**src/rtl/fetch_dual.sv**
```systemverilog
// Dual-word instruction fetch: drives pc/pc+1 into a dual-port imem, buffers words in a small queue for decode.
// Optional FETCH_SKIP_NOP_EN: all-zero words are dropped instead of enqueued.
module fetch_dual #(
    parameter int unsigned ADDR_W = 5,
    parameter int unsigned DATA_W = 32,
    parameter int unsigned DEPTH  = 4
) (
    input  logic              clk,
    input  logic              reset,
    output logic [ADDR_W-1:0] dir,
    output logic [ADDR_W-1:0] dir2,
    input  logic [DATA_W-1:0] ins,
    input  logic [DATA_W-1:0] ins2,
    input  logic              redirect,
    input  logic [ADDR_W-1:0] redirect_pc,
    output logic              out_valid,
    input  logic              out_ready,
    output logic [DATA_W-1:0] out_ins,
    output logic [ADDR_W-1:0] out_pc
);

    localparam int unsigned PTR_W = (DEPTH > 1) ? $clog2(DEPTH) : 1;
    localparam int unsigned CNT_W = $clog2(DEPTH + 1);

    typedef struct packed {
        logic [DATA_W-1:0] ins;
        logic [ADDR_W-1:0] pc;
    } entry_t;

    entry_t            mem_q [DEPTH];
    logic [ADDR_W-1:0] pc_q, pc_d;
    logic [PTR_W-1:0]  rd_ptr_q, rd_ptr_d;
    logic [PTR_W-1:0]  wr_ptr_q, wr_ptr_d;
    logic [CNT_W-1:0]  count_q, count_d;

    logic [CNT_W-1:0]  free;
    logic              can_fetch;
    logic              keep0, keep1;
    logic              wr0, wr1;
    logic [1:0]        enq_n;
    logic              deq;
    logic [PTR_W-1:0]  wr1_idx;

    assign dir  = pc_q;
    assign dir2 = pc_q + ADDR_W'(1);

`ifdef FETCH_SKIP_NOP_EN
    assign keep0 = (ins  != '0);
    assign keep1 = (ins2 != '0);
`else
    assign keep0 = 1'b1;
    assign keep1 = 1'b1;
`endif

    // Space is judged on the registered count only, so a same-cycle dequeue never frees room.
    assign free      = CNT_W'(DEPTH) - count_q;
    assign can_fetch = (free >= CNT_W'(2));
    assign wr0       = !redirect && can_fetch && keep0;
    assign wr1       = !redirect && can_fetch && keep1;
    assign enq_n     = {1'b0, wr0} + {1'b0, wr1};
    assign deq       = out_valid && out_ready;
    assign wr1_idx   = wr0 ? (wr_ptr_q + PTR_W'(1)) : wr_ptr_q;

    assign out_valid = (count_q != '0);
    assign out_ins   = out_valid ? mem_q[rd_ptr_q].ins : '0;
    assign out_pc    = out_valid ? mem_q[rd_ptr_q].pc  : '0;

    // Next-state: redirect flushes and reloads; otherwise fetch a pair when two slots are free.
    always_comb begin
        pc_d     = pc_q;
        rd_ptr_d = rd_ptr_q;
        wr_ptr_d = wr_ptr_q;
        count_d  = count_q;
        if (redirect) begin
            pc_d     = redirect_pc;
            rd_ptr_d = '0;
            wr_ptr_d = '0;
            count_d  = '0;
        end else begin
            if (can_fetch) begin
                pc_d = pc_q + ADDR_W'(2);
            end
            if (deq) begin
                rd_ptr_d = rd_ptr_q + PTR_W'(1);
            end
            wr_ptr_d = wr_ptr_q + PTR_W'(enq_n);
            count_d  = count_q + CNT_W'(enq_n) - CNT_W'(deq);
        end
    end

    always_ff @(posedge clk or posedge reset) begin
        if (reset) begin
            pc_q     <= '0;
            rd_ptr_q <= '0;
            wr_ptr_q <= '0;
            count_q  <= '0;
        end else begin
            pc_q     <= pc_d;
            rd_ptr_q <= rd_ptr_d;
            wr_ptr_q <= wr_ptr_d;
            count_q  <= count_d;
        end
    end

    // Queue storage needs no reset: entries are only visible while count is non-zero.
    always_ff @(posedge clk) begin
        if (wr0) begin
            mem_q[wr_ptr_q] <= '{ins: ins, pc: pc_q};
        end
        if (wr1) begin
            mem_q[wr1_idx] <= '{ins: ins2, pc: pc_q + ADDR_W'(1)};
        end
    end

endmodule

```
**config.mk**
```make
export PLATFORM = sky130hd
export DESIGN_NAME = fetch_dual
export DESIGN_NICKNAME = d
export VERILOG_FILES = /design/src/rtl/fetch_dual.sv
export SDC_FILE = /design/constraint.sdc
export NUM_CORES = 1
export LEC_CHECK = 0
export BUFFER_PORTS_ARGS = -buffer_cell sky130_fd_sc_hd__buf_2
export CORE_ASPECT_RATIO = 0.7
export CORE_MARGIN = 4
export CORE_UTILIZATION = 55
export DETAILED_ROUTE_END_ITERATION = 8
export HOLD_SLACK_MARGIN = 0.15
export PLACE_DENSITY_LB_ADDON = 0.2
export SYNTH_ARGS = -nofsm -noshare
export SYNTH_HDL_FRONTEND = slang
export SYNTH_SLANG_ARGS = --single-unit
```
**constraint.sdc**
```tcl
create_clock -name clk -period 6.35 [get_ports clk]
set_input_delay 1.27 -clock clk [delete_from_list [all_inputs] [get_ports clk]]
set_output_delay 1.27 -clock clk [all_outputs]
set_load 0.05 [all_outputs]
```
==> results.json, run 1 <==
{
  "synth_area_leader_cell": "edfxtp_1",
  "yosysMostFrequentCell": "edfxtp_1",
  "grt_pass1_wl_microns": 25600,
  "final_layout_size_suffix_gt1_frac": 0.543,
  "grt_pass1_vias": 4782,
  "period_share": 0.626,
  "portBuffers": 120,
  "viasPerCell": 5.68,
  "antenna_found_initial": 4,
  "ys_async_sr_fraction": 0.0692,
  "crit_path_start_kind": "register",
  "syn_to_final_growth_pct": 15.8,
  "syn-num-nets": 576,
  "fin_util": 0.665,
  "io_pins": 121,
  "slew_headroom": 0.237,
  "crit_arrival_ns": 2.70,
  "start_util": 0.574,
  "cp.required_ns": 5.08,
  "place_hpwl_microns": 9890,
  "vias": 4559,
  "netlist_area_sq_mm": 0.00818,
  "core_area_sq_mm": 0.0142,
  "cap_violations": 0,
  "fillCellCount": 1004,
  "synth-seq-area-share": 0.577,
  "die_h_microns": 110,
  "avgRoutedWirePerCell_microns": 20.1,
  "syn_inst": 490,
  "synth_edf_count": 148,
  "cts_buffers": 17,
  "skew_ns": 0.00745,
  "gp_congestion": 0.765,
  "yosys.cell_types.count": 31,
  "ys_top_cells_by_count": "148 x edfxtp_1, 132 x mux2_2, 37 x and2_1, 37 x mux4_2",
  "rsz0062_at_grt": "no",
  "grt_max_degree": 75,
  "crit_type": "register to output pin",
  "track_usage": 0.199,
  "clk-insertion-delay-late_ns": 0.42,
  "status": "finished, final reports clean",
  "power.leakage_nw": 3.40,
  "drv_slew": 0,
  "synth-seq-cells": 159,
  "yosysWarnings": 0,
  "cts_buffer_depth": 2,
  "die_area_sq_mm": 0.0169,
  "max_stage_delay_ns": 0.82,
  "crit_chain": "buf_4, mux4_2, and2_1, buf_2",
  "drt_iter0_drc": 298,
  "syn_avg_cell_area_sq_um": 16.7,
  "tritoncts": "built",
  "worstSetupEndpointType": "output pin",
  "fin_crit_ns": 3.97,
  "final_nets": 687,
  "synth.top_cell.area_share": 0.544,
  "drt_pre_antenna_iters": 4,
  "setup_viol": 0,
  "grt-ovfl-total": 0,
  "cts_resized": 0,
  "worstMarginPinSlew_ns": 1.14,
  "antenna_left": 0,
  "hold_class": "register to register",
  "path_clk_slew_ns": 0.06,
  "fmax_mhz": 252,
  "tns_ns": 0,
  "die_width_microns": 154,
  "cp_slowest_cell": "dfrtp_2",
  "cts_hold_buf": 0,
  "critPathTopFamily": "flip-flops",
  "rows": 36,
  "clkSinkCount": 159,
  "post-cts-setup-buffers": 0,
  "synthTopCellsByArea": "edfxtp_1 54%, mux2_2 18%, mux4_2 10%",
  "power_per_cell_area_mw_per_mm2": 546,
  "antennaDiodeCount": 0,
  "path_max_fanout": 20,
  "ys_dominant_reg_cell": "edfxtp_1",
  "ir_drop_uv": 376,
  "wl_microns": 16100,
  "critPathBufInv": 2,
  "clock-root-buffer": "clkbuf_16",
  "drcViolationCount": 0,
  "htreeDepth": 4,
  "hold_violations": 0
}
## flip-flops by register name, summed over array words and instances (netlist names)
| signal | count |
|---|---|
| mem_q | 148 |
| dir | 5 |
| rd_ptr_q | 2 |
| wr_ptr_q | 1 |
| count_q | 3 |
## routing by layer
metal	up-vias	wire (microns)	track usage
li1	2111	-	-
met1	2299	7020	0.261
met2	119	8010	0.329
met3	22	887	0.0562
met4	8	167	0.0649
met5	-	48	0
## power by group
| group | internal, mW | total (mW) | switching (mW) | leakage [nW] |
|---|---|---|---|---|
| sequential | 1.61 | 1.78 | 0.163 | 1.51 |
| combinational | 0.875 | 2.36 | 1.49 | 1.61 |
| clock | 0.618 | 1.03 | 0.411 | 0.277 |
| total | 3.11 | 5.17 | 2.06 | 3.40 |
## worst reg2reg max path, cell delays in order (launching register included)
cell and delay [ns]:
dfrtp_1 0.34, inv_1 0.06, ha_1 0.20, ha_1 0.27
nor3b_4 0.62, or2_2 0.27, ha_1 0.15, nand2b_1 0.15
nor2_4 0.11, buf_4 0.49, mux2_2 0.44
## path summary, 6_finish.rpt
path,cells past startpoint,endpoint,start,slack [ns]
max,4,out_ins[0],rd_ptr_q[0],2.38
min,2,count_q[0],count_q[0],0.63
max reg2reg,10,mem_q[2][31],count_q[0],2.98
min reg2reg,2,count_q[0],count_q[0],0.63
max in group asynchronous,2,rd_ptr_q[0],reset,5.19
min in group asynchronous,2,dir[0],reset,0.83
## logic make-up (layout without fill, tap and decap cells)
group	Yosys count	in the layout	share of synthesized area
muxes	170	170	0.285
buffers and inverters	43	166	0.0305
adders and majority gates	13	13	0.0208
AOI/OAI and AO/OA	5	5	0.00367
and+or+nand+nor	76	76	0.0571
DFF	159	159	0.577
xor gates and xnor gates	24	24	0.0257
## cell usage in the layout, fill, tap and decap left out, drive strengths merged
cell / instances
a221o: 1
and2: 37
buf: 126
bufinv: 3
clkbuf: 18
clkinv: 3
clkinvlp: 4
dfrtp: 11
edfxtp: 148
fa: 1
ha: 12
inv: 12
mux2: 132
mux2i: 1
mux4: 37
nand2: 7
nand2b: 3
nand3: 5
nand3b: 1
nand4: 2
nor2: 6
nor2b: 5
nor3: 4
nor3b: 3
nor4b: 1
o21ai: 4
or2: 1
or4: 1
xnor2: 13
xor2: 11
## area by class of cell
cell class / instances / area [sq um] / area share
Sequential cell: 159 / 4720 / 0.499
Multi-Input combinational cell: 288 / 3230 / 0.342
Timing Repair Buffer: 126 / 646 / 0.0682
Clock buffer: 18 / 429 / 0.0453
Tap cell: 190 / 238 / 0.0251
Clock inverter: 13 / 164 / 0.0173
Inverter: 9 / 33.8 / 0.00357
## through the flow
step,cells,setup slack (ns),hold slack (ns),area [sq um],total power [mW]
3_3_place_gp,772,2.62,0.619,8870,4.13
6_report,803,2.38,0.631,9470,5.17
4_1_cts,803,2.26,0.628,9470,5.23
2_1_floorplan,490,1.38,0.586,8180,3.69
5_1_grt,803,2.17,0.664,9470,5.43
3_5_place_dp,772,2.53,0.607,8870,4.19
Note: power is estimated with default switching activity, not from simulation.
==> run 2: changes to the inputs <==
Settings changed: ABC_AREA set to 1.
Clock period 6.35 ns to 4.17 ns, I/O delays scaled along.
==> run 2 against run 1 <==
Clock skew grew 0.0025 ns. First-iteration DRC count grew 88%. Final cell count grew 72%. Sequential share of layout area shrank 3.0 points. Die area grew 7.1%. Core utilization shrank 2.0 points. Critical path depth grew 1. Critical endpoint unchanged.
==> results.json, run 2 <==
{
  "final_layout_size_suffix_gt1_frac": 0.141,
  "skew_ns": 0.00997,
  "place_hpwl_microns": 12300,
  "final_nets": 1255,
  "p_int_mw": 4.77,
  "fmax_mhz": 272,
  "core_area_sq_mm": 0.0156,
  "post-place-ws_ns": 0.939,
  "cts_buffer_depth": 2,
  "regMostFlops": "mem_q",
  "die_width_microns": 159,
  "final_area_sq_mm": 0.0101,
  "ys_top_cells_by_count": "325 x nand2_1, 163 x nor2_1, 159 x inv_1",
  "syn_to_final_growth_pct": 14.5,
  "hold_class": "input pin to asynchronous set/reset pin",
  "antennaDiodeCount": 0,
  "final_cells": 1382,
  "clock-root-buffer": "clkbuf_16",
  "worstSetupEndpointType": "output pin",
  "synth-seq-cells": 159,
  "die_area_sq_mm": 0.0181,
  "critPathTopFamily": "flip-flops",
  "netlist_area_sq_mm": 0.00879,
  "cp.required_ns": 3.34,
  "tns_ns": 0,
  "crit_type": "register to output pin",
  "die_h_microns": 114,
  "drt_iter0_drc": 559,
  "ys_async_sr_fraction": 0.0692,
  "largest_register_ffs": 148,
  "hold_violations": 0,
  "yosysMostFrequentCell": "nand2_1",
  "crit_arrival_ns": 2.84,
  "crit_path_start_kind": "register",
  "vias": 7011,
  "crit_chain": "inv_2, nor2_1, nand2_1, a21oi_1, buf_2",
  "clk-insertion-delay-late_ns": 0.43,
  "path_clk_slew_ns": 0.06,
  "track_usage": 0.222,
  "cts_resized": 0,
  "fin_crit_ns": 3.67,
  "drv_slew": 0,
  "grt_pass1_wl_microns": 31900,
  "synth.top_cell.area_share": 0.505,
  "ir_drop_uv": 508,
  "viasPerCell": 5.07,
  "switching_share": 0.444,
  "gp_congestion": 0.802,
  "clkSinkCount": 159,
  "clkPwrFrac": 0.216,
  "synthTopCellsByArea": "edfxtp_1 51%, nand2_1 14%, nor2_1 7.0%",
  "rows": 38,
  "cts_hold_buf": 0,
  "fillCellCount": 1322,
  "yosys.cell_types.count": 25,
  "syn_inst": 1085,
  "htreeDepth": 4,
  "grt_pass1_vias": 6501,
  "dpl.cell_count": 1350,
  "post-cts-setup-buffers": 0,
  "max_stage_delay_ns": 1.00,
  "p_sw_mw": 3.80,
  "critPathBufInv": 2,
  "cap_violations": 0,
  "synth-seq-area-share": 0.537,
  "period_share": 0.881,
  "grt-ovfl-total": 0,
  "syn_avg_cell_area_sq_um": 8.10,
  "p_seq_frac": 0.332,
  "tritoncts": "built",
  "slew_headroom": 0.351,
  "path_max_fanout": 39,
  "setup_ws_ns": 0.495,
  "antenna_found_initial": 2,
  "power_per_cell_area_mw_per_mm2": 851,
  "rsz0062_at_grt": "no",
  "mostFrequentLayoutCells": "325 x nand2_1, 163 x nor2_1, 159 x inv_1, 148 x edfxtp_1, 120 x buf_2",
  "syn-num-nets": 1171,
  "drt_pre_antenna_iters": 5,
  "dpl-instance-area_sq_mm": 0.00937,
  "p_comb_frac": 0.452,
  "cts_buffers": 17,
  "yosysWarnings": 0,
  "portBuffers": 120,
  "power.leakage_nw": 4.62,
  "drcViolationCount": 0,
  "wl_microns": 19800,
  "cp_slowest_cell": "dfrtp_2",
  "synth_area_leader_cell": "edfxtp_1",
  "io_pins": 121,
  "avgRoutedWirePerCell_microns": 14.3,
  "synth_edf_count": 148,
  "antenna_left": 0,
  "ys_dominant_reg_cell": "edfxtp_1",
  "grt_max_degree": 94,
  "status": "finished, final reports clean",
  "start_util": 0.564,
  "setup_viol": 0,
  "worstMarginPinSlew_ns": 0.973,
  "layout_commonest_cell": "nand2_1"
}
-- run 2: cell count changes in the layout (fill, tap and decap cells not counted), sizes merged, moves of 40 or more --
cell / change
nand2: +319
nor2: +158
inv: +149
o21ai: +138
mux2: -132
a21oi: +40
-- run 2: final timing paths --
check | cells after the start | end | slack, ns | from
min in group clk | 3 | dir[0] | 0.61 | redirect_pc[0]
setup reg to reg | 7 | mem_q[1][34] | 1.16 | count_q[0]
max in group asynchronous | 2 | rd_ptr_q[0] | 3.44 | reset
hold reg to reg | 3 | count_q[2] | 0.61 | count_q[2]
setup / recovery | 5 | out_ins[0] | 0.50 | rd_ptr_q[1]
hold / removal | 2 | dir[3] | 0.39 | reset
-- run 2: power by group through the flow --
stage / Combinational [mW] / Sequential (mW) / Clock, mW
after floorplan: 3.09 / 2.81 / 0
after global placement: 3.84 / 2.86 / 0
after detailed placement: 3.88 / 2.87 / 0
after CTS: 3.90 / 2.85 / 1.87
after global routing: 4.26 / 2.90 / 1.94
final: 3.87 / 2.84 / 1.85
-- run 2: layout make-up --
cell class | count | area, sq um | area share
clock buffer | 19 | 433 | 0.0430
clock inverter | 13 | 265 | 0.0263
inverter | 161 | 604 | 0.0600
multi-input combinational | 702 | 3090 | 0.307
sequential | 159 | 4720 | 0.469
tap | 200 | 250 | 0.0249
timing repair buffer | 128 | 698 | 0.0694
-- run 2: cell families (layout without fill, tap and decap cells) --
logic type,after synthesis,after routing,share of synthesized area
simple gates,501,501,0.219
xor+xnor,5,5,0.00498
buf+inv,224,321,0.115
compound gates,183,183,0.104
fa+ha+maj,13,13,0.0194
flops,159,159,0.537
-- run 2: per-layer routing --
layer  part of all wire  routed length (microns)  global-route usage  vias to the layer above
li1                   -                        -                   -                     3582
met1               0.45                     8910               0.292                     3145
met2               0.46                     9010               0.364                      245
met3              0.076                     1500              0.0509                       35
met4              0.018                      349              0.0873                        4
met5             0.0011                       21                   0                        -
-- run 2: through the flow --
step | power (mW) | utilization | hold WS, ns
finish | 8.57 | 0.646 | 0.390
global route | 9.11 | 0.646 | 0.434
CTS | 8.61 | 0.646 | 0.417
detailed placement | 6.75 | 0.601 | 0.603
global placement | 6.69 | 0.601 | 0.596
floorplan | 5.90 | - | 0.570
-- run 2: worst reg2reg max path: stages, from the launching register on --
cell	delay [ns]
dfrtp_1	0.38
inv_1	0.09
ha_1	0.15
ha_2	0.28
a21oi_1	0.58
ha_4	0.61
buf_12	0.40
o21ai_0	0.24
==> run 3: changes to the inputs <==
Settings changed: RECOVER_POWER set to 100.
==> run 3 against run 2 <==
The flow now finishes with violations (capacitance limit, slew limit). Core utilization down 0.56 points. Combinational power down 3%. Register-to-register slack worse by 0.62 ns. Total power down 1.2%. Global-route usage unchanged. Hold slack about the same. Critical endpoint is now out_ins[9].
==> results.json, run 3 (synthesis gave the netlist of run 2 again) <==
{
  "die_area_sq_mm": 0.0181,
  "start_util": 0.564,
  "mostFrequentLayoutCells": "326 x nand2_1, 163 x nor2_1, 159 x inv_1, 148 x edfxtp_1, 142 x o21ai_0",
  "tritoncts": "built",
  "power_per_cell_area_mw_per_mm2": 848,
  "cts_buffer_depth": 2,
  "final_layout_size_suffix_gt1_frac": 0.109,
  "place_hpwl_microns": 12300,
  "grt-ovfl-total": 0,
  "ir_drop_uv": 495,
  "crit_chain": "inv_2, nor2_1, nand2_1, a21oi_1, clkbuf_1",
  "crit_path_start_kind": "register",
  "portBuffers": 120,
  "cts_buffers": 17,
  "crit_arrival_ns": 3.03,
  "cts_resized": 0,
  "drt_pre_antenna_iters": 5,
  "hold_class": "input pin to asynchronous set/reset pin",
  "post-cts-setup-buffers": 0,
  "timing.hold.ws_ns": 0.390,
  "grt_max_degree": 94,
  "skew_ns": 0.0130,
  "avgRoutedWirePerCell_microns": 14.3,
  "final_cells": 1382,
  "tns_ns": 0,
  "fin_crit_ns": 3.86,
  "cts_hold_buf": 0,
  "clk-insertion-delay-late_ns": 0.43,
  "grt_pass1_vias": 6501,
  "gp_congestion": 0.802,
  "setup_viol": 0,
  "syn_to_final_growth_pct": 13.5,
  "antenna_found_initial": 2,
  "wl_microns": 19800,
  "grt_pass1_wl_microns": 31900,
  "final_nets": 1255,
  "hold_violations": 0,
  "viasPerCell": 5.05,
  "max_stage_delay_ns": 1.00,
  "vias": 6976,
  "drcViolationCount": 0,
  "drt_iter0_drc": 543,
  "clkSinkCount": 159,
  "reg2reg_depth": 7,
  "fmax_mhz": 259,
  "reg2reg_slack_ns": 0.54,
  "cap_violations": 3,
  "worstReg2RegEnd": "mem_q[1][17]",
  "crit_type": "register to output pin",
  "worstMarginPinSlew_ns": 1.80,
  "violations": "capacitance limit, slew limit",
  "die_width_microns": 159,
  "rsz0062_at_grt": "no",
  "period_share": 0.926,
  "htreeDepth": 4,
  "cp_slowest_cell": "dfrtp_2",
  "antennaDiodeCount": 0,
  "clock-root-buffer": "clkbuf_16",
  "slew_headroom": -0.197,
  "worstSetupEndpointType": "output pin",
  "status": "finished with violations",
  "largest_register_ffs": 148,
  "drv_slew": 36,
  "rows": 38,
  "reg2reg_from": "count_q[0]",
  "power.leakage_nw": 4.51,
  "io_pins": 121,
  "path_clk_slew_ns": 0.06,
  "core_area_sq_mm": 0.0156,
  "path_max_fanout": 39,
  "regMostFlops": "mem_q",
  "antenna_left": 0,
  "track_usage": 0.222,
  "die_h_microns": 114,
  "cp.required_ns": 3.34,
  "dpl.cell_count": 1350,
  "layout_commonest_cell": "nand2_1"
}
## run 3: changes by cell type in the layout (fill, tap and decap cells not counted), sizes merged
cell    previous run  this run
buf              128        80
clkbuf            19        67
## run 3: stage by stage
step	cell area, sq um	worst slack [ns]	power (mW)	utilization
2_1_floorplan	8790	0.0130	5.90	-
3_3_place_gp	9370	1.01	6.69	0.601
3_5_place_dp	9370	0.939	6.75	0.601
4_1_cts	10100	0.474	8.61	0.646
5_1_grt	9980	0.144	9.00	0.640
6_report	9980	0.310	8.46	0.640
## run 3: cell type report
cell class | count | area [sq um]
Clock buffer | 19 | 433
Clock inverter | 13 | 265
Fill cell | 1358 | 5620
Inverter | 161 | 604
Multi-Input combinational cell | 702 | 3060
Sequential cell | 159 | 4720
Tap cell | 200 | 250
Timing Repair Buffer | 128 | 646
## run 3: metal layers
layer / up-vias / wire length [microns] / track usage
li1: 3575 / - / -
met1: 3125 / 8830 / 0.292
met2: 237 / 9010 / 0.364
met3: 35 / 1580 / 0.0509
met4: 4 / 357 / 0.0873
met5: - / 20 / 0
## run 3: critical path, delay by kind of cell, from the launching register on
kind                   cells  cell delay, ns
flip-flops                 1            1.00
buffers and inverters      2            1.12
AO/OA/AOI/OAI              1            0.15
AND/OR/NAND/NOR            2            0.31
## run 3: how the worst max path moves through the flow
stage	to	depth (start not counted)	startpoint	slack, ns
final	out_ins[9]	5	rd_ptr_q[1]	0.31
after global routing	out_ins[9]	5	rd_ptr_q[1]	0.14
after CTS	out_ins[0]	5	rd_ptr_q[1]	0.47
after detailed placement	out_ins[0]	5	rd_ptr_q[1]	0.94
after global placement	out_ins[14]	5	rd_ptr_q[1]	1.01
after floorplan	mem_q[1][10]	6	redirect	0.01
## run 3: where the power goes
part | internal, mW | switching, mW
Sequential | 2.57 | 0.282
Combinational | 0.881 | 2.88
Clock | 1.24 | 0.617
